**src/rtl/uart_apb_ctrl.sv**
```systemverilog
// rtl/uart_apb_ctrl.sv - APB-slave UART with TX/RX FIFOs, programmable divisor, parity and IRQ
// Optional internal loopback (CTRL[7]) is built only when UART_LOOPBACK_EN is defined.

module uart_apb_fifo #(
  parameter int W     = 8,
  parameter int DEPTH = 8
) (
  input  logic                     clk,
  input  logic                     rst,
  input  logic                     push,
  input  logic [W-1:0]             wdata,
  input  logic                     pop,
  output logic [W-1:0]             rdata,
  output logic                     full,
  output logic                     empty,
  output logic [$clog2(DEPTH):0]   count
);
  localparam int AW = $clog2(DEPTH);

  logic [W-1:0] mem [DEPTH];
  logic [AW:0]  wptr, rptr;
  logic         push_ok, pop_ok;

  assign empty   = (wptr == rptr);
  assign full    = (wptr[AW] != rptr[AW]) && (wptr[AW-1:0] == rptr[AW-1:0]);
  assign count   = wptr - rptr;
  assign rdata   = mem[rptr[AW-1:0]];
  assign push_ok = push && !full;
  assign pop_ok  = pop && !empty;

  always_ff @(posedge clk) begin
    if (push_ok) mem[wptr[AW-1:0]] <= wdata;
  end

  always_ff @(posedge clk or posedge rst) begin
    if (rst) begin
      wptr <= '0;
      rptr <= '0;
    end else begin
      if (push_ok) wptr <= wptr + 1'b1;
      if (pop_ok)  rptr <= rptr + 1'b1;
    end
  end
endmodule

module uart_apb_ctrl #(
  parameter int DATA_BITS  = 8,
  parameter int FIFO_DEPTH = 8,
  parameter int DIV_W      = 16,
  parameter int RST_DIV    = 433
) (
  input  logic        clk,
  input  logic        rst,
  input  logic        PSEL,
  input  logic        PENABLE,
  input  logic        PWRITE,
  input  logic [3:0]  PADDR,
  input  logic [31:0] PWDATA,
  output logic [31:0] PRDATA,
  output logic        PREADY,
  output logic        PSLVERR,
  input  logic        RX_IN,
  output logic        TX_OUT,
  output logic        IRQ
);
  localparam int CW = $clog2(FIFO_DEPTH) + 1;
  localparam logic [3:0] LAST_BIT = 4'(DATA_BITS - 1);
`ifdef UART_LOOPBACK_EN
  localparam logic [7:0] CTRL_MASK = 8'hFF;
`else
  localparam logic [7:0] CTRL_MASK = 8'h7F;
`endif

  typedef enum logic [2:0] {S_IDLE, S_START, S_DATA, S_PARITY, S_STOP} state_t;

  logic [7:0]       ctrl;
  logic [DIV_W-1:0] div;
  logic             ovr, par_err, frm_err;
  logic             setup, access, wr_acc;
  logic [1:0]       reg_sel;
  logic [2:0]       w1c;
  logic [31:0]      status, rd_mux;
  logic             unused_apb;

  logic                 tx_push, tx_pop, tx_full, tx_empty;
  logic [DATA_BITS-1:0] tx_head;
  logic [CW-1:0]        tx_count;
  logic                 rx_push, rx_pop, rx_full, rx_empty;
  logic [DATA_BITS-1:0] rx_head;
  logic [CW-1:0]        rx_count;

  state_t               tx_state, tx_state_n, rx_state, rx_state_n;
  logic [DIV_W-1:0]     tx_cnt, rx_cnt;
  logic [3:0]           tx_bit, rx_bit;
  logic [DATA_BITS-1:0] tx_sh, rx_sh;
  logic                 tx_par, tx_busy, tx_tick;
  logic                 rx_src, rx_s1, rx_s2, rx_prev, rx_pbit, rx_tick;

  assign setup      = PSEL && !PENABLE;
  assign access     = PSEL && PENABLE;
  assign wr_acc     = access && PWRITE;
  assign reg_sel    = PADDR[3:2];
  assign PREADY     = 1'b1;
  assign unused_apb = ^{PADDR[1:0], PWDATA};
  assign w1c        = (wr_acc && reg_sel == 2'd1) ? PWDATA[7:5] : 3'b000;

  // PSLVERR was decided at setup; since only this port pushes TX and pops RX, that decision still holds.
  assign tx_push = wr_acc && reg_sel == 2'd0 && !PSLVERR;
  assign rx_pop  = access && !PWRITE && reg_sel == 2'd0 && !PSLVERR;

  uart_apb_fifo #(.W(DATA_BITS), .DEPTH(FIFO_DEPTH)) u_tx_fifo (
    .clk(clk), .rst(rst), .push(tx_push), .wdata(PWDATA[DATA_BITS-1:0]), .pop(tx_pop),
    .rdata(tx_head), .full(tx_full), .empty(tx_empty), .count(tx_count)
  );

  uart_apb_fifo #(.W(DATA_BITS), .DEPTH(FIFO_DEPTH)) u_rx_fifo (
    .clk(clk), .rst(rst), .push(rx_push), .wdata(rx_sh), .pop(rx_pop),
    .rdata(rx_head), .full(rx_full), .empty(rx_empty), .count(rx_count)
  );

  always_comb begin
    status       = '0;
    status[0]    = tx_full;
    status[1]    = tx_empty;
    status[2]    = rx_full;
    status[3]    = rx_empty;
    status[4]    = tx_busy;
    status[5]    = ovr;
    status[6]    = par_err;
    status[7]    = frm_err;
    status[15:8] = 8'(rx_count);
    case (reg_sel)
      2'd0:    rd_mux = rx_empty ? 32'd0 : 32'(rx_head);
      2'd1:    rd_mux = status;
      2'd2:    rd_mux = 32'(ctrl);
      default: rd_mux = 32'(div);
    endcase
  end

  always_ff @(posedge clk or posedge rst) begin
    if (rst) begin
      PRDATA  <= '0;
      PSLVERR <= 1'b0;
      ctrl    <= '0;
      div     <= DIV_W'(RST_DIV);
      ovr     <= 1'b0;
      par_err <= 1'b0;
      frm_err <= 1'b0;
      IRQ     <= 1'b0;
    end else begin
      if (setup) begin
        PRDATA  <= PWRITE ? 32'd0 : rd_mux;
        PSLVERR <= (reg_sel == 2'd0) && (PWRITE ? tx_full : rx_empty);
      end else if (!access) begin
        PSLVERR <= 1'b0;
      end
      if (wr_acc && reg_sel == 2'd2) ctrl <= PWDATA[7:0] & CTRL_MASK;
      if (wr_acc && reg_sel == 2'd3) div  <= PWDATA[DIV_W-1:0];
      // A same-cycle set event beats the W1C clear.
      ovr     <= (ovr     && !w1c[0]) || (rx_push && rx_full);
      par_err <= (par_err && !w1c[1]) || (rx_push && ctrl[2] && (rx_pbit != (^rx_sh ^ ctrl[3])));
      frm_err <= (frm_err && !w1c[2]) || (rx_push && !rx_s2);
      IRQ     <= (ctrl[4] && !rx_empty) || (ctrl[5] && tx_empty && !tx_busy)
              || (ctrl[6] && (ovr || par_err || frm_err));
    end
  end

  assign tx_busy = (tx_state != S_IDLE);
  assign tx_tick = (tx_cnt == '0);

  always_comb begin
    tx_state_n = tx_state;
    tx_pop     = 1'b0;
    case (tx_state)
      S_IDLE:   if (ctrl[0] && !tx_empty) begin tx_state_n = S_START; tx_pop = 1'b1; end
      S_START:  if (tx_tick) tx_state_n = S_DATA;
      S_DATA:   if (tx_tick && tx_bit == LAST_BIT) tx_state_n = ctrl[2] ? S_PARITY : S_STOP;
      S_PARITY: if (tx_tick) tx_state_n = S_STOP;
      S_STOP:   if (tx_tick) begin
                  if (ctrl[0] && !tx_empty) begin tx_state_n = S_START; tx_pop = 1'b1; end
                  else tx_state_n = S_IDLE;
                end
      default:  tx_state_n = S_IDLE;
    endcase
    case (tx_state)
      S_START:  TX_OUT = 1'b0;
      S_DATA:   TX_OUT = tx_sh[0];
      S_PARITY: TX_OUT = tx_par;
      default:  TX_OUT = 1'b1;
    endcase
  end

  // Bit timers count down from a value loaded at each bit boundary, so DIV writes apply from the next bit.
  always_ff @(posedge clk or posedge rst) begin
    if (rst) begin
      tx_state <= S_IDLE;
      tx_cnt   <= DIV_W'(RST_DIV);
      tx_bit   <= '0;
      tx_sh    <= '0;
      tx_par   <= 1'b0;
    end else begin
      tx_state <= tx_state_n;
      tx_cnt   <= (tx_state == S_IDLE || tx_tick) ? div : tx_cnt - 1'b1;
      if (tx_pop) begin
        tx_sh  <= tx_head;
        tx_bit <= '0;
        tx_par <= ^tx_head ^ ctrl[3];
      end else if (tx_state == S_DATA && tx_tick) begin
        tx_sh  <= tx_sh >> 1;
        tx_bit <= tx_bit + 1'b1;
      end
    end
  end

`ifdef UART_LOOPBACK_EN
  assign rx_src = ctrl[7] ? TX_OUT : RX_IN;
`else
  assign rx_src = RX_IN;
`endif
  assign rx_tick = (rx_cnt == '0);

  always_comb begin
    rx_state_n = rx_state;
    rx_push    = 1'b0;
    case (rx_state)
      S_IDLE:   if (ctrl[1] && rx_prev && !rx_s2) rx_state_n = S_START;
      S_START:  if (rx_tick) rx_state_n = rx_s2 ? S_IDLE : S_DATA;
      S_DATA:   if (rx_tick && rx_bit == LAST_BIT) rx_state_n = ctrl[2] ? S_PARITY : S_STOP;
      S_PARITY: if (rx_tick) rx_state_n = S_STOP;
      S_STOP:   if (rx_tick) begin rx_state_n = S_IDLE; rx_push = 1'b1; end
      default:  rx_state_n = S_IDLE;
    endcase
  end

  // While idle the timer is preloaded with DIV/2 so START ends at mid start-bit.
  always_ff @(posedge clk or posedge rst) begin
    if (rst) begin
      rx_s1    <= 1'b1;
      rx_s2    <= 1'b1;
      rx_prev  <= 1'b1;
      rx_state <= S_IDLE;
      rx_cnt   <= '0;
      rx_bit   <= '0;
      rx_sh    <= '0;
      rx_pbit  <= 1'b0;
    end else begin
      rx_s1    <= rx_src;
      rx_s2    <= rx_s1;
      rx_prev  <= rx_s2;
      rx_state <= rx_state_n;
      if (rx_state == S_IDLE) rx_cnt <= div >> 1;
      else                    rx_cnt <= rx_tick ? div : rx_cnt - 1'b1;
      if (rx_state == S_START) rx_bit <= '0;
      if (rx_state == S_DATA && rx_tick) begin
        rx_sh  <= {rx_s2, rx_sh[DATA_BITS-1:1]};
        rx_bit <= rx_bit + 1'b1;
      end
      if (rx_state == S_PARITY && rx_tick) rx_pbit <= rx_s2;
    end
  end
endmodule

```
**config.mk**
```make
export PLATFORM = sky130hd
export DESIGN_NAME = uart_apb_ctrl
export DESIGN_NICKNAME = d
export VERILOG_FILES = /design/src/rtl/uart_apb_ctrl.sv
export SDC_FILE = /design/constraint.sdc
export NUM_CORES = 1
export LEC_CHECK = 0
export CORE_ASPECT_RATIO = 0.5
export CORE_UTILIZATION = 40
export CTS_CLUSTER_DIAMETER = 80
export DETAILED_ROUTE_END_ITERATION = 10
export PLACE_DENSITY = 0.66
export SYNTH_ARGS = -nofsm -noshare
export SYNTH_HDL_FRONTEND = slang
export SYNTH_HIERARCHICAL = 1
export SYNTH_SLANG_ARGS = --single-unit
```
**constraint.sdc**
```tcl
create_clock -name clk -period 11.4 [get_ports clk]
set_clock_uncertainty 0.2 [all_clocks]
set_input_delay 2.28 -clock clk [delete_from_list [all_inputs] [get_ports clk]]
set_output_delay 2.28 -clock clk [all_outputs]
set_load 0.01 [all_outputs]
```
Yosys cells after proc, flatten, opt, wreduce, memory -nomap -nowiden
Memory sizes are Yosys's and may differ from the RTL's.
Index checks and enable logic that the tools add are counted.
Storage, ports and cells
  flip-flop bits (word level): 143
  memory bits (writable): 128
  memories kept: 2
Memories
  u_rx_fifo.mem: depth 8, width 8, rd ports 1, clocked after Yosys merged registers in 0, wr ports 1, line 20  | logic [W-1:0] mem [DEPTH];
  u_tx_fifo.mem: depth 8, width 8, rd ports 1, clocked after Yosys merged registers in 0, wr ports 1, line 20
Operators by class
  $add $sub $neg: 9
  equal/unequal tests: 31
  mux-type cells: 41
  bitwise gates (word level): 2
  reduce and logical (&&, ||, !) cells: 69
Operator list (number)
  $mux 16: 3
  $pmux 16 s3: 1
  $logic_and 1x1->1: 37
  $mux 3: 12
  $logic_not 16->1: 2
  $mux 32: 1
  $sub 16x1->16 const B: 2
  $pmux 3 s5: 2
  $add 4x1->4 const B: 6
  $mux 8: 3
  $ne 2x2->1 const B: 11
  $mux 4: 4
  $reduce_xor 8->1: 2
  $eq 3x2->1 const B: 4
  $logic_not 1->1: 12
  $mux 1: 12
  $reduce_and 5->1: 2
  $eq 4x3->1 const B: 2
  $eq 4x4->1: 2
  $logic_or 1x1->1: 8
  $eq 3x1->1 const B: 2
  $eq 3x3->1: 2
  $eq 3x3->1 const B: 2
  $logic_not 3->1: 2
  other kinds (11): 16

Depth between registers and ports, before layout
Gate-level depths: netlist (run 1).
  depth after elaboration: 7
  mapped depth: 12
  mapped depth without buffers: 8

Hierarchy
The synthesis (run 1) kept the hierarchy.
Modules (own cells, without submodules)
  uart_apb_fifo: instances 2, cells each 168, area an instance 2996.6 um^2
  uart_apb_ctrl: instances 1, cells each 587, area an instance 5818.1 um^2

Least setup slack after synthesis (run 1)
No wires, ideal clock.
  path kind: in2reg
  from: input PADDR[2]
  to: memory u_tx_fifo.mem[0][0] (enable)
  arrival time: 4.185 ns
  data required time: 10.805 ns
  slack: 6.620 ns
  stages on the path: 5
  cells stage by stage: clkbuf_1 or4_1 nor2_1 o21ai_4 nor4_1
On the way
  word-level cells in the longest chain between the ends: 6
RTL lines
  start: declaration: line 57  | input logic [3:0] PADDR,
  $logic_not 2->1: line 108  | assign tx_push = wr_acc && reg_sel == 2'd0 && !PSLVERR;
  $logic_and 1x1->1 (2 in a row): line 108
  net tx_push: line 85  | logic tx_push, tx_pop, tx_full, tx_empty;
  $logic_and 1x1->1: line 28  | assign push_ok = push && !full;
  $mux 1: line 32  | if (push_ok) mem[wptr[AW-1:0]] <= wdata;
  $mux 1 (not written as such): line 32
  end: declaration: line 20
The timed path passes the listed nets, and every way through them passes these cells.

Final worst setup path (run 1)
  from: input PADDR[2]
  to: memory u_tx_fifo.mem[6][1] (enable)
Same word-level chain as after synthesis.

==> results.cfg, run 1 <==
[cts]
htree_num_levels = 1
numCtsBuffers = 24
cts_resized = 0
path_clk_slew_ns = 0.06
cts_tree = yes
cts_hold_buffers = 0
clkLatencyLatePin_ns = 0.53
post-cts-setup-buffers = 0
clockBufferDepth = 3
cts_sinks = 255
clockRootBuffer = clkbuf_16

[logic_synthesis]
yosysWarnings = 6
synth_cells = 914
synth.avg_cell_area_sq_um = 12.9
syn_area_sq_um = 11700

[critical_path]
required_ns = 11.36
crit_type = input pin to register
cp_max_fo = 20
worst-r2r-setup-slack_ns = 7.81
critPathArrivalTime_ns = 4.97
cp-end-kind = register
r2r_start = rx_cnt[6]
crit_path_start_kind = input pin
worstReg2RegEnd = u_rx_fifo/mem[3][2]
reg2reg_depth = 5

[routing]
wire_per_inst_um = 18.0
antenna_left = 0
firstDrtPassIters = 5
drt-total-wl_um = 24400
drt_iter0_drc = 416
vias = 7223
viasPerCell = 5.33
drc = 0

[cells_and_area]
final_nets = 1014
drive_gt1_frac = 0.156
syn_to_final_growth_pct = 12.7
num-fill-cells = 2515
design_area_sq_um = 13200
antenna_cells = 0

[floorplanning]
core_area_sq_um = 28300
dieArea_sq_um = 30100
die_w_um = 244
num_rows = 43
die_h_um = 123
start_util = 0.415
ios = 78

[place]
place.gp.congestion = 0.835
port_buffers = 42
dp_hpwl_um = 16200
dpl_cell_area_sq_um = 12500

[grt]
grt_pass1_wl_um = 39400
antenna_found_initial = 0
overflow = 0
grt.total_usage = 0.167
grt_max_degree = 73
grt_pass1_vias = 7201

[timing]
max_slew_margin = 0.342
fmax_ghz = 0.199
final_max_slew_viol_count = 0
setup_tns_ns = 0
worstMarginPinSlew_ns = 0.985
rsz0062_at_grt = false
fin_crit_sh = 0.440
setup_viol = 0
hold_violations = 0
final.min_clock_period_ns = 5.02

[pwr]
p_per_area_nw_per_um2 = 201
leakagePower_uw = 0.00510
ir_worst_vdd_mv = 0.0888

[min_path]
hold_class = register to register
min-delay-start = rx_s1
min_path_cells = 0
holdPathEnd = rx_s2

[run]
cap_violations = 0

[outcome]
outcome = completed
==> stage by stage <==
step / hold slack (ns) / instances / utilization / total power (uW) / setup WS, ns
after floorplan: 0.145 / 929 / - / 1740 / 6.01
after global placement: 0.146 / 1312 / 0.441 / 1880 / 5.98
after detailed placement: 0.148 / 1312 / 0.441 / 1900 / 5.88
after CTS: 0.157 / 1356 / 0.468 / 2690 / 6.43
after global routing: 0.163 / 1356 / 0.468 / 2820 / 6.22
final: 0.156 / 1356 / 0.468 / 2670 / 6.38
==> metal layers <==
layer | global-route usage | up-vias | wire [um] | part of all wire
li1 | - | 3393 | - | -
met1 | 0.233 | 3669 | 11500 | 0.47
met2 | 0.275 | 128 | 11400 | 0.47
met3 | 0.0293 | 33 | 923 | 0.038
met4 | 0.0406 | 0 | 512 | 0.021
met5 | 0 | - | 0 | 0
==> worst max-delay path: stages <==
cell and delay [ns]:
clkdlybuf4s50_1 0.78, or4_1 0.68, nor2_1 0.31, o211ai_2 0.22, nor2_1 0.69
==> power breakdown <==
group          internal (uW)  switching (uW)
clock network            445             342
registers               1090             160
logic                    309             322
total                   1840             824
==> state kept, by name, indices dropped and copies added, names as in the netlist, 3 cells and up <==
register and flops:
PRDATA 16, ctrl 7, div 16, rx_bit 4, rx_cnt 16, rx_sh 8
rx_state 3, tx_bit 4, tx_cnt 16, tx_sh 8, tx_state 3, u_rx_fifo/mem 64
u_rx_fifo/rptr 4, u_rx_fifo/wptr 4, u_tx_fifo/mem 64, u_tx_fifo/rptr 4, u_tx_fifo/wptr 4
==> cell usage in the layout, fill, tap and decap left out, drive strengths merged, types with 20 or more instances in the layout <==
cell type,instances
o21ai,62
inv,29
xor2,20
dfrtp,114
mux2,34
xnor2,36
mux4,32
nand2,129
nor2,52
clkdlybuf4s50,42
clkbuf,37
edfxtp,128
==> how the worst max path moves through the flow <==
stage / endpoint / start / slack [ns] / cells after the start
6_report: u_tx_fifo/mem[6][1] / PADDR[2] / 6.38 / 5
5_1_grt: u_tx_fifo/mem[6][1] / PADDR[2] / 6.22 / 5
4_1_cts: u_tx_fifo/mem[6][1] / PADDR[2] / 6.43 / 5
3_5_place_dp: u_tx_fifo/mem[6][1] / PADDR[2] / 5.88 / 5
3_3_place_gp: u_tx_fifo/mem[3][1] / PADDR[2] / 5.98 / 5
2_1_floorplan: IRQ / rst / 6.01 / 1
==> cell type report <==
type	instances	area, sq um	area share
flip-flops and latches	255	7040	0.532
multi-input cells	589	4310	0.325
clock buffers	37	694	0.0524
repair buffers	57	533	0.0403
well taps	382	478	0.0361
inverters	29	111	0.00841
clock inverters	7	77.6	0.00586
(Power assumes the default switching activity.)
==> inputs of run 2 (changes only) <==
Settings changed: PLACE_DENSITY 0.66 to 0.68.
Clock period 11.4 ns to 4.55 ns, I/O delays scaled along.
==> results.cfg, run 2 (same netlist as run 1, synthesis figures left out) <==
[critical_path]
cp-end-kind = register
cp_max_fo = 9
cp-endpoint = u_rx_fifo/mem[3][6]
crit_path_start = rx_cnt[6]
reg2reg_depth = 5
worstReg2RegEnd = u_rx_fifo/mem[3][6]
r2r_start = rx_cnt[6]
critPathArrivalTime_ns = 3.35
crit_path_start_kind = register
crit_type = register to register
worst-r2r-setup-slack_ns = 1.14
required_ns = 4.50

[pwr]
power.total_uw = 6760
pwr-share-seq = 0.463
combPwrFrac = 0.239
p_sw_frac = 0.310
p_per_area_nw_per_um2 = 508
p_sw_uw = 2100
leakagePower_uw = 0.00513
clock_power_share = 0.298
p_int_uw = 4660
ir_worst_vdd_mv = 0.227

[grt]
busiest_layer = met2
grt_pass1_wl_um = 39800
antenna_found_initial = 0
met2_usage = 0.290
grt_pass1_vias = 7375
grt.total_usage = 0.168
overflow = 0
grtUsageMet3 = 0.0232
grt_max_degree = 63
use_met1 = 0.228

[routing]
drc = 0
viasPerCell = 5.28
vias = 7203
antenna_left = 0
drt-total-wl_um = 24300
drt_iter0_drc = 452
wire_per_inst_um = 17.8
firstDrtPassIters = 4

[run]
cap_violations = 0

[cells_and_area]
final_nets = 1020
final_cell_mix = 128 x nand2_1, 128 x edfxtp_1, 114 x dfrtp_1, 58 x o21ai_0, 49 x nor2_1
syn_to_final_growth_pct = 13.3
drive_gt1_frac = 0.162
antenna_cells = 0
instances_no_fill = 1363
num-fill-cells = 2491

[floorplanning]
die_h_um = 123
start_util = 0.415
num_rows = 43
core_area_sq_um = 28300
ios = 78
die_w_um = 244
dieArea_sq_um = 30100

[cts]
clockBufferDepth = 3
numCtsBuffers = 25
cts_sinks = 255
post-cts-setup-buffers = 0
cts_tree = yes
cts_resized = 0
htree_num_levels = 1
cts_hold_buffers = 0
clockRootBuffer = clkbuf_16
path_clk_slew_ns = 0.06
clkLatencyLatePin_ns = 0.53

[timing]
final.min_clock_period_ns = 3.41
rsz0062_at_grt = false
fin_crit_sh = 0.749
setup_tns_ns = 0
worstMarginPinSlew_ns = 0.930
max_slew_margin = 0.378
setup_viol = 0
hold_slack_ns = 0.166
final_max_slew_viol_count = 0
fmax_ghz = 0.293
hold_violations = 0

[place]
dp.cells = 1317
place.gp.congestion = 0.847
dp_hpwl_um = 16400
port_buffers = 42

[outcome]
outcome = completed

[min_path]
hold_class = register to register
[run 2: cell types whose count changed in the layout (fill, tap and decap cells not counted), moves of 2 or more]
cell / previous run / this run
clkbuf_1: 9 / 6
clkinvlp_2: 0 / 2
buf_4: 15 / 19
clkinv_1: 1 / 3
[run 2: critical path, cell delays in order, from the launching register on]
cell,delay (ns)
dfrtp_1,0.44
nor4_2,0.60
and4_1,0.51
and2_1,0.37
o211ai_2,0.20
nor2_1,0.70
[run 2: through the flow]
step | util | setup WS [ns] | cell area, sq um
5_1_grt | 0.470 | 0.859 | 13300
6_report | 0.470 | 1.14 | 13300
3_3_place_gp | 0.442 | 0.836 | 12500
4_1_cts | 0.470 | 1.15 | 13300
2_1_floorplan | - | 0.531 | 11800
3_5_place_dp | 0.442 | 0.732 | 12500
[run 2: final cells by class]
cell class	instances	area [sq um]	share of cell area
multi-input cells	589	4300	0.323
repair buffers	62	583	0.0438
flip-flops and latches	255	7040	0.529
clock inverters	14	133	0.00997
well taps	382	478	0.0359
clock buffers	32	662	0.0497
inverters	29	111	0.00837
[run 2: worst min-delay path by stage]
stage | from | end | slack, ns | depth (start not counted)
after floorplan | rx_s1 | rx_s2 | 0.15 | 0
after global placement | rx_s2 | rx_prev | 0.16 | 0
after detailed placement | rx_s1 | rx_s2 | 0.16 | 0
after CTS | rx_s2 | rx_prev | 0.16 | 0
after global routing | rx_s2 | rx_prev | 0.17 | 0
final | rx_s2 | rx_prev | 0.17 | 0
[run 2: routing by layer]
metal	part of all wire	wire length (um)
met1	0.46	11100
met2	0.49	12000
met3	0.036	871
met4	0.016	388
met5	0	0
[run 2: power by group through the flow]
stage,Clock [uW],Sequential [uW],Combinational [uW]
after global placement,0,3150,1550
after detailed placement,0,3170,1610
after global routing,2150,3180,1810
final,2020,3130,1610
after CTS,2060,3130,1630
after floorplan,0,3010,1340
==> inputs of run 3 (changes only) <==
Settings changed: PLACE_DENSITY 0.68 to 0.66.
Clock period 4.55 ns to 3.45 ns, I/O delays scaled along.
==> results.cfg, run 3 (same netlist as run 1, synthesis figures left out) <==
[routing]
wl_met1_um = 11500
wl_met2_um = 11800
antenna_left = 0
wl_met3_um = 788
top_layer = met4
drt-total-wl_um = 24600
drc = 0
vias = 7220
viasPerCell = 5.26
wire_per_inst_um = 17.9
drt_iter0_drc = 509
firstDrtPassIters = 5

[cts]
cts_sinks = 255
clockBufferDepth = 3
clkLatencyLatePin_ns = 0.53
cts_resized = 0
cts_tree = yes
htree_num_levels = 1
post-cts-setup-buffers = 0
cts_hold_buffers = 0
clockRootBuffer = clkbuf_16
path_clk_slew_ns = 0.07
numCtsBuffers = 24

[timing]
hold_slack_ns = 0.158
hold_violations = 0
max_slew_margin = 0.373
setup_tns_ns = 0
rsz0062_at_grt = false
setup_viol = 0
fmax_ghz = 0.337
worstMarginPinSlew_ns = 0.939
final.min_clock_period_ns = 2.97
final_max_slew_viol_count = 0
fin_crit_sh = 0.860
finalWorstSetupSlack_ns = 0.483

[outcome]
outcome = completed

[place]
dpl_worst_slack_ns = 0.224
dp_hpwl_um = 16900
port_buffers = 42
dp.cells = 1329
place.gp.congestion = 0.841

[floorplanning]
dieArea_sq_um = 30100
ios = 78
core_area_sq_um = 28300
num_rows = 43
die_w_um = 244
start_util = 0.415
die_h_um = 123

[min_path]
min_path_cells = 0
holdPathEnd = rx_s2
hold_class = register to register
min-delay-start = rx_s1

[cells_and_area]
instances_no_fill = 1373
utilization = 0.474
num-fill-cells = 2532
final_cell_mix = 128 x nand2_1, 128 x edfxtp_1, 114 x dfrtp_1, 58 x o21ai_0, 49 x nor2_1
drive_gt1_frac = 0.171
antenna_cells = 0
syn_to_final_growth_pct = 14.3
final_nets = 1031

[pwr]
leakagePower_uw = 0.00521
p_per_area_nw_per_um2 = 670
ir_worst_vdd_mv = 0.291

[critical_path]
cp_max_fo = 7
r2r_start = rx_cnt[0]
worst-r2r-setup-slack_ns = 0.48
critPathArrivalTime_ns = 3.00
crit_type = register to register
reg2reg_depth = 8
cp-end-kind = register
crit_path_start_kind = register
worstReg2RegEnd = u_rx_fifo/mem[5][1]
required_ns = 3.48

[grt]
grt_max_degree = 47
antenna_found_initial = 0
grt_pass1_vias = 7289
overflow = 0
grt.total_usage = 0.169
grt_pass1_wl_um = 39700

[run]
cap_violations = 0
## run 3: cell count changes in the layout (fill, tap and decap cells not counted)
cell,previous run,this run
clkinv_2,1,3
clkinvlp_4,3,2
clkinvlp_2,2,0
clkbuf_1,6,8
inv_4,2,0
clkbuf_8,1,4
clkinv_1,3,1
buf_4,19,29
buf_12,1,3
clkinv_4,1,0
inv_6,1,0
## run 3: worst max-delay path by stage
stage	start	end	slack (ns)	cells after the start
floorplan	PADDR[2]	u_tx_fifo/mem[0][0]	0.26	5
global placement	PENABLE	u_tx_fifo/mem[7][3]	0.25	6
detailed placement	PENABLE	u_tx_fifo/mem[7][3]	0.22	6
CTS	rx_cnt[0]	u_rx_fifo/mem[5][2]	0.51	8
global route	rx_cnt[0]	u_rx_fifo/mem[5][3]	0.34	8
finish	rx_cnt[0]	u_rx_fifo/mem[5][1]	0.48	8
## run 3: metrics by stage
stage / total power [uW] / instance area, sq um
2_1_floorplan: 5740 / 11800
3_3_place_gp: 6280 / 12600
3_5_place_dp: 6380 / 12600
4_1_cts: 9080 / 13400
5_1_grt: 9480 / 13400
6_report: 9000 / 13400
## run 3: layout make-up
| class | count | area [sq um] | share of cell area |
|---|---|---|---|
| Inverter | 29 | 113 | 0.00839 |
| Clock buffer | 37 | 711 | 0.0529 |
| Multi-Input combinational cell | 589 | 4300 | 0.320 |
| Clock inverter | 7 | 86.3 | 0.00643 |
| Sequential cell | 255 | 7040 | 0.524 |
| Tap cell | 382 | 478 | 0.0356 |
| Timing Repair Buffer | 74 | 698 | 0.0520 |
## run 3: critical path: stages, from the launching register on
cell	delay (ns)
dfrtp_1	0.41
inv_1	0.09
ha_1	0.15
nor3b_1	0.32
and4_1	0.29
and2_1	0.33
o21ai_4	0.16
nor3_1	0.46
buf_4	0.26
## run 3: power breakdown
group / total [uW] / internal, uW / switching, uW
combinational: 2250 / 1090 / 1160
sequential: 4070 / 3600 / 470
clock: 2680 / 1570 / 1110
## run 3: per-layer routing
layer,track usage,vias to the layer above
met4,0.0418,0
met2,0.290,123
met5,0,-
li1,-,3416
met1,0.229,3650
met3,0.0245,31
==> RTL change 1, RTL diff (flow settings as in run 3) <==
Put one more register stage on the output `PSLVERR`. The value now appears one clock later. The other outputs are not delayed to match.
--- a/src/rtl/uart_apb_ctrl.sv
+++ b/src/rtl/uart_apb_ctrl.sv
@@ -74,4 +74,6 @@
   typedef enum logic [2:0] {S_IDLE, S_START, S_DATA, S_PARITY, S_STOP} state_t;
 
+  logic PSLVERR_s0;
+
   logic [7:0]       ctrl;
   logic [DIV_W-1:0] div;
@@ -106,6 +108,6 @@
 
   // PSLVERR was decided at setup; since only this port pushes TX and pops RX, that decision still holds.
-  assign tx_push = wr_acc && reg_sel == 2'd0 && !PSLVERR;
-  assign rx_pop  = access && !PWRITE && reg_sel == 2'd0 && !PSLVERR;
+  assign tx_push = wr_acc && reg_sel == 2'd0 && !PSLVERR_s0;
+  assign rx_pop  = access && !PWRITE && reg_sel == 2'd0 && !PSLVERR_s0;
 
   uart_apb_fifo #(.W(DATA_BITS), .DEPTH(FIFO_DEPTH)) u_tx_fifo (
@@ -141,5 +143,5 @@
     if (rst) begin
       PRDATA  <= '0;
-      PSLVERR <= 1'b0;
+      PSLVERR_s0 <= 1'b0;
       ctrl    <= '0;
       div     <= DIV_W'(RST_DIV);
@@ -151,7 +153,7 @@
       if (setup) begin
         PRDATA  <= PWRITE ? 32'd0 : rd_mux;
-        PSLVERR <= (reg_sel == 2'd0) && (PWRITE ? tx_full : rx_empty);
+        PSLVERR_s0 <= (reg_sel == 2'd0) && (PWRITE ? tx_full : rx_empty);
       end else if (!access) begin
-        PSLVERR <= 1'b0;
+        PSLVERR_s0 <= 1'b0;
       end
       if (wr_acc && reg_sel == 2'd2) ctrl <= PWDATA[7:0] & CTRL_MASK;
@@ -259,4 +261,8 @@
     end
   end
+  always_ff @(posedge clk) begin
+    PSLVERR <= PSLVERR_s0;
+  end
+
 endmodule
 
Formal check against the unedited RTL: not equivalent (Yosys sat finds a counterexample within 4 cycles, from zero or initial values and one cycle with rst high).
==> RTL change 1 against run 3 <==
Critical path depth unchanged; worst setup slack better by 0.11 ns; synthesized cell count up 0.11%; sequential cell count up 1; total power up 2.7%; final area up 0.78%; first-iteration DRC count down 3.7%; wire length down 0.21%; synthesized area up 0.17%; final cell count up 0.22%; critical path type unchanged; largest power group unchanged.
==> RTL change 1: results (changes against run 3) <==
Route
The detailed-route via count is 7,213 (-0.097%). The DRC violation total after the first TritonRoute iteration is 490 (-3.7%). The routed wire length is 24,500 microns (-0.21%). The count of TritonRoute iterations in the first routing pass was 5 (unchanged).

Critical path
The delay of the slowest cell on the worst path came to 0.41 ns (-0.05 ns). The highest fanout seen on the critical path is 7 (unchanged). The cell with the largest stage delay on the worst path is nor3_1. The worst setup path is of the register to register kind. The data arrival time of the critical path is 2.89 ns (-0.11 ns). The family with the most delay on the worst path is simple AND/OR/NAND/NOR gates.

Clocking
After clock tree synthesis, the clock-pin slew on the worst setup and hold paths is 0.06 ns. The clock latency reported for the late side of the worst-skew pair was 0.53 ns (about the same). The total clock buffers created by CTS was 24 (unchanged). The master cell of the clock root buffer is clkbuf_16. The largest buffer count on any clock path was 3 (unchanged). The number of H-tree levels came to 1 (unchanged).

The hold buffer count at cts is 0 (unchanged). The setup fix buffers added after clock tree synthesis was 0 (unchanged). The number of cells upsized or downsized after cts was 0 (unchanged).

GRT
The total global routing track utilization came to 0.170 (+0.000418). The wire length of the first global-routing pass is 39,700 microns (about the same). The number of antenna violations at the first check in global routing is 0 (unchanged). The pin count of the biggest net entering global routing is 112 (+140%). The via count of the first global-routing pass is 7,298 (+0.12%).

Place
The final HPWL from detailed placement is 16,500 microns (-2.1%). The total placed instance area is 0.0127 sq mm (+0.18%). The count of buffers from port buffering is 42 (unchanged). The routability-driven placement congestion ratio came to 0.852 (+1.3%).

Pwr
The worst supply voltage drop on vdd is 0.426 mV (+46%). The internal power of the cells is 6460 uW (+3.2%). The leakage power total was 0.00526 uW (+0.86%).

Cells and area
The register area came to 0.00706 sq mm (+0.28%). The net total in the final layout is 1,034 (+0.29%). The count of inserted antenna diode cells is 0 (unchanged). The fill cell total of the finished layout was 2,452 (-3.2%). The share of final-layout standard cells stronger than drive strength 1 is 0.176 (+0.00552).

Min path
The class of the tightest hold or removal check is register to register.

Run status
The run finished with clean final reports.

Logic synthesis
The count of warnings emitted by yosys is 6 (unchanged).

Job
The count of max-cap constraint violations was 0 (unchanged).

STA
The worst slew slack as a fraction of its limit came to 0.392 (+0.0194).
RTL change 1: per-layer routing:
layer / global-route usage / vias to the layer above / share of wire
met4: 0.0398 / 0 / 0.019
met1: 0.228 / 3621 / 0.47
met3: 0.0302 / 29 / 0.043
met2: 0.289 / 138 / 0.47
met5: 0 / - / 0
li1: - / 3425 / -
RTL change 1: final cells by class:
class | instances | area share
Multi-Input combinational cell | 589 | 0.318
Clock inverter | 12 | 0.0153
Tap cell | 382 | 0.0353
Inverter | 29 | 0.00832
Sequential cell | 256 | 0.522
Clock buffer | 32 | 0.0497
Timing Repair Buffer | 76 | 0.0518
RTL change 1: power groups by stage:
stage | sequential [uW] | clock [uW] | combinational (uW)
floorplan | 3980 | 0 | 1770
global placement | 4110 | 0 | 2190
detailed placement | 4130 | 0 | 2240
CTS | 4070 | 2990 | 2260
global route | 4140 | 3110 | 2500
finish | 4080 | 2930 | 2230
RTL change 1: per-stage QoR:
step / setup WS, ns / instances
2_1_floorplan: 0.260 / 930
3_3_place_gp: 0.246 / 1332
3_5_place_dp: 0.168 / 1332
4_1_cts: 0.573 / 1376
5_1_grt: 0.379 / 1376
6_report: 0.593 / 1376
RTL change 1: final timing paths:
check,start,to,slack [ns],depth (start not counted)
max in group asynchronous,rst,rx_sh[4],1.96,3
worst max register to register,rx_cnt[0],u_rx_fifo/mem[4][5],0.59,8
worst min-delay path,rx_s1,rx_s2,0.16,0
min in group asynchronous,rst,u_rx_fifo/rptr[3],0.41,2
worst min register to register,rx_s1,rx_s2,0.16,0
worst max-delay path,rx_cnt[0],u_rx_fifo/mem[4][5],0.59,8
==> RTL change 2, RTL diff (settings of run 3) <==
Made on the original files. Build with the macro `UART_LOOPBACK_EN` defined.
--- a/src/rtl/uart_apb_ctrl.sv
+++ b/src/rtl/uart_apb_ctrl.sv
@@ -1,4 +1,6 @@
 // rtl/uart_apb_ctrl.sv - APB-slave UART with TX/RX FIFOs, programmable divisor, parity and IRQ
 // Optional internal loopback (CTRL[7]) is built only when UART_LOOPBACK_EN is defined.
+
+`define UART_LOOPBACK_EN
 
 module uart_apb_fifo #(
Check against the original RTL: not equivalent (Yosys sat finds a counterexample within 4 cycles, from zero or initial values and one cycle with rst high).
==> RTL change 2 against run 3 <==
The run now ends with DRC left; global-route usage is 0.052 points lower; total power is 3.0% higher; synthesized area is 0.52% higher; worst setup slack worse by 0.0089 ns; final area is 1.3% higher; sequential power is 3% higher; wire length hardly changed; sequential cell count is 1 higher; critical endpoint is now TX_OUT.
==> RTL change 2: results (changes against run 3) <==
Run status
The flow ran to the end, but the final reports show violations. The final reports fail on DRC.

Route
The count of TritonRoute iterations in the first routing pass is 8 (+3). The number of remaining DRC errors came to 1 (+1). The routed wire length is 24,500 microns (about the same). The routed length on met2 is 11,600 microns (-1.5%). The met3 routed wirelength is 899 microns (+14%). The detailed-route vias per instance is 5.28 (+0.41%). The DRC violation total after the first TritonRoute iteration is 493 (-3.1%). The met1 wire length is 11,500 microns (about the same).

GRT
The wire length of the first global-routing pass is 39,300 microns (-1.0%). The total global routing track utilization is 0.169 (-0.000525). The met3 layer usage reported by global route is 0.0263 (+0.00174). The via count of the first global-routing pass came to 7,202 (-1.2%). The pin count of the biggest net entering global routing was 113 (+140%). The global routing usage on met2 is 0.280 (-0.00914).

The fraction of met1 tracks used by global routing is 0.234 (+0.00459).

Min path
The instance count along the most critical hold path is 0 (unchanged).

STA
The worst hold slack across all endpoints is 0.158 ns (+0.000367 ns). The worst slew slack as a fraction of its limit is 0.542 (+0.169).

Critical path
The end of the worst register-to-register path is tx_par. The startpoint identified for the worst register-to-register timing path is tx_cnt[1]. The highest fanout seen on the critical path is 11 (+4). The data arrival time of the critical path is 2.09 ns (-0.91 ns). Tracing the worst setup path back leads to its startpoint at tx_state[0].

The delay of the slowest cell on the worst path is 0.50 ns (+0.04 ns). The slowest stage of the critical path is the clkdlybuf4s50_1 cell. The minimum setup slack among reg-to-reg paths is 0.63 ns (+0.15 ns).

Pwr
The clock group total power is 2810 uW (+5%). The portion of total power attributed to combinational logic was 0.245 (-0.005). The switching component of the power is 2820 uW (+2.7%). The switching share of total power is 0.304 (-0.00107). The leakage power total is 0.00530 uW (+1.7%). The worst supply voltage drop on vdd was 0.372 mV (+28%).

Cells and area
The area added between synthesis and finish is 15.2%. The final instance count without filler cells is 1,382 (+0.66%). The share of final-layout standard cells stronger than drive strength 1 is 0.190 (+0.0192).

The fill cell total of the finished layout is 2,503 (-1.1%).

Clocking
The total clock buffers created by CTS is 24 (unchanged). The clock latency reported for the late side of the worst-skew pair is 0.53 ns (about the same). The number of cells upsized or downsized after cts is 0 (unchanged). The master cell of the clock root buffer is clkbuf_16. The post-CTS clock slew at the launch and capture registers of the worst setup and hold paths is 0.07 ns (about the same).

Place
The total placed instance area was 0.0128 sq mm (+1.0%). The number of cells after detailed placement is 1,338 (+0.68%). The final HPWL from detailed placement was 16,600 microns (-1.4%). The routability-driven placement congestion ratio is 0.855 (+1.6%). The minimum setup slack after placement is 0.171 ns (-0.0524 ns).

Logic synthesis
The count of mapped cells out of synthesis came to 906 (-0.88%).
## RTL change 2: how the worst max path moves through the flow
stage                          endpoint  slack, ns  depth (start not counted)
floorplan           u_tx_fifo/mem[0][0]       0.26                          5
detailed placement  u_tx_fifo/mem[7][1]       0.17                          6
CTS                              TX_OUT       0.45                          4
global placement    u_tx_fifo/mem[7][1]       0.22                          6
finish                           TX_OUT       0.47                          4
global route                     TX_OUT       0.38                          4
## RTL change 2: layout make-up
class                      instances  share of cell area
tap                              391              0.0360
clock buffer                      30              0.0489
timing repair buffer              81              0.0534
multi-input combinational        583               0.322
inverter                          27             0.00773
clock inverter                    14              0.0132
sequential                       256               0.519
## RTL change 2: worst register-to-register path, stage by stage (launching register included)
cell     delay, ns
dfrtp_1       0.40
inv_1         0.06
ha_1          0.17
nor3b_1       0.44
and4b_1       0.40
a21bo_2       0.22
and2_1        0.24
buf_4         0.23
mux2_2        0.35
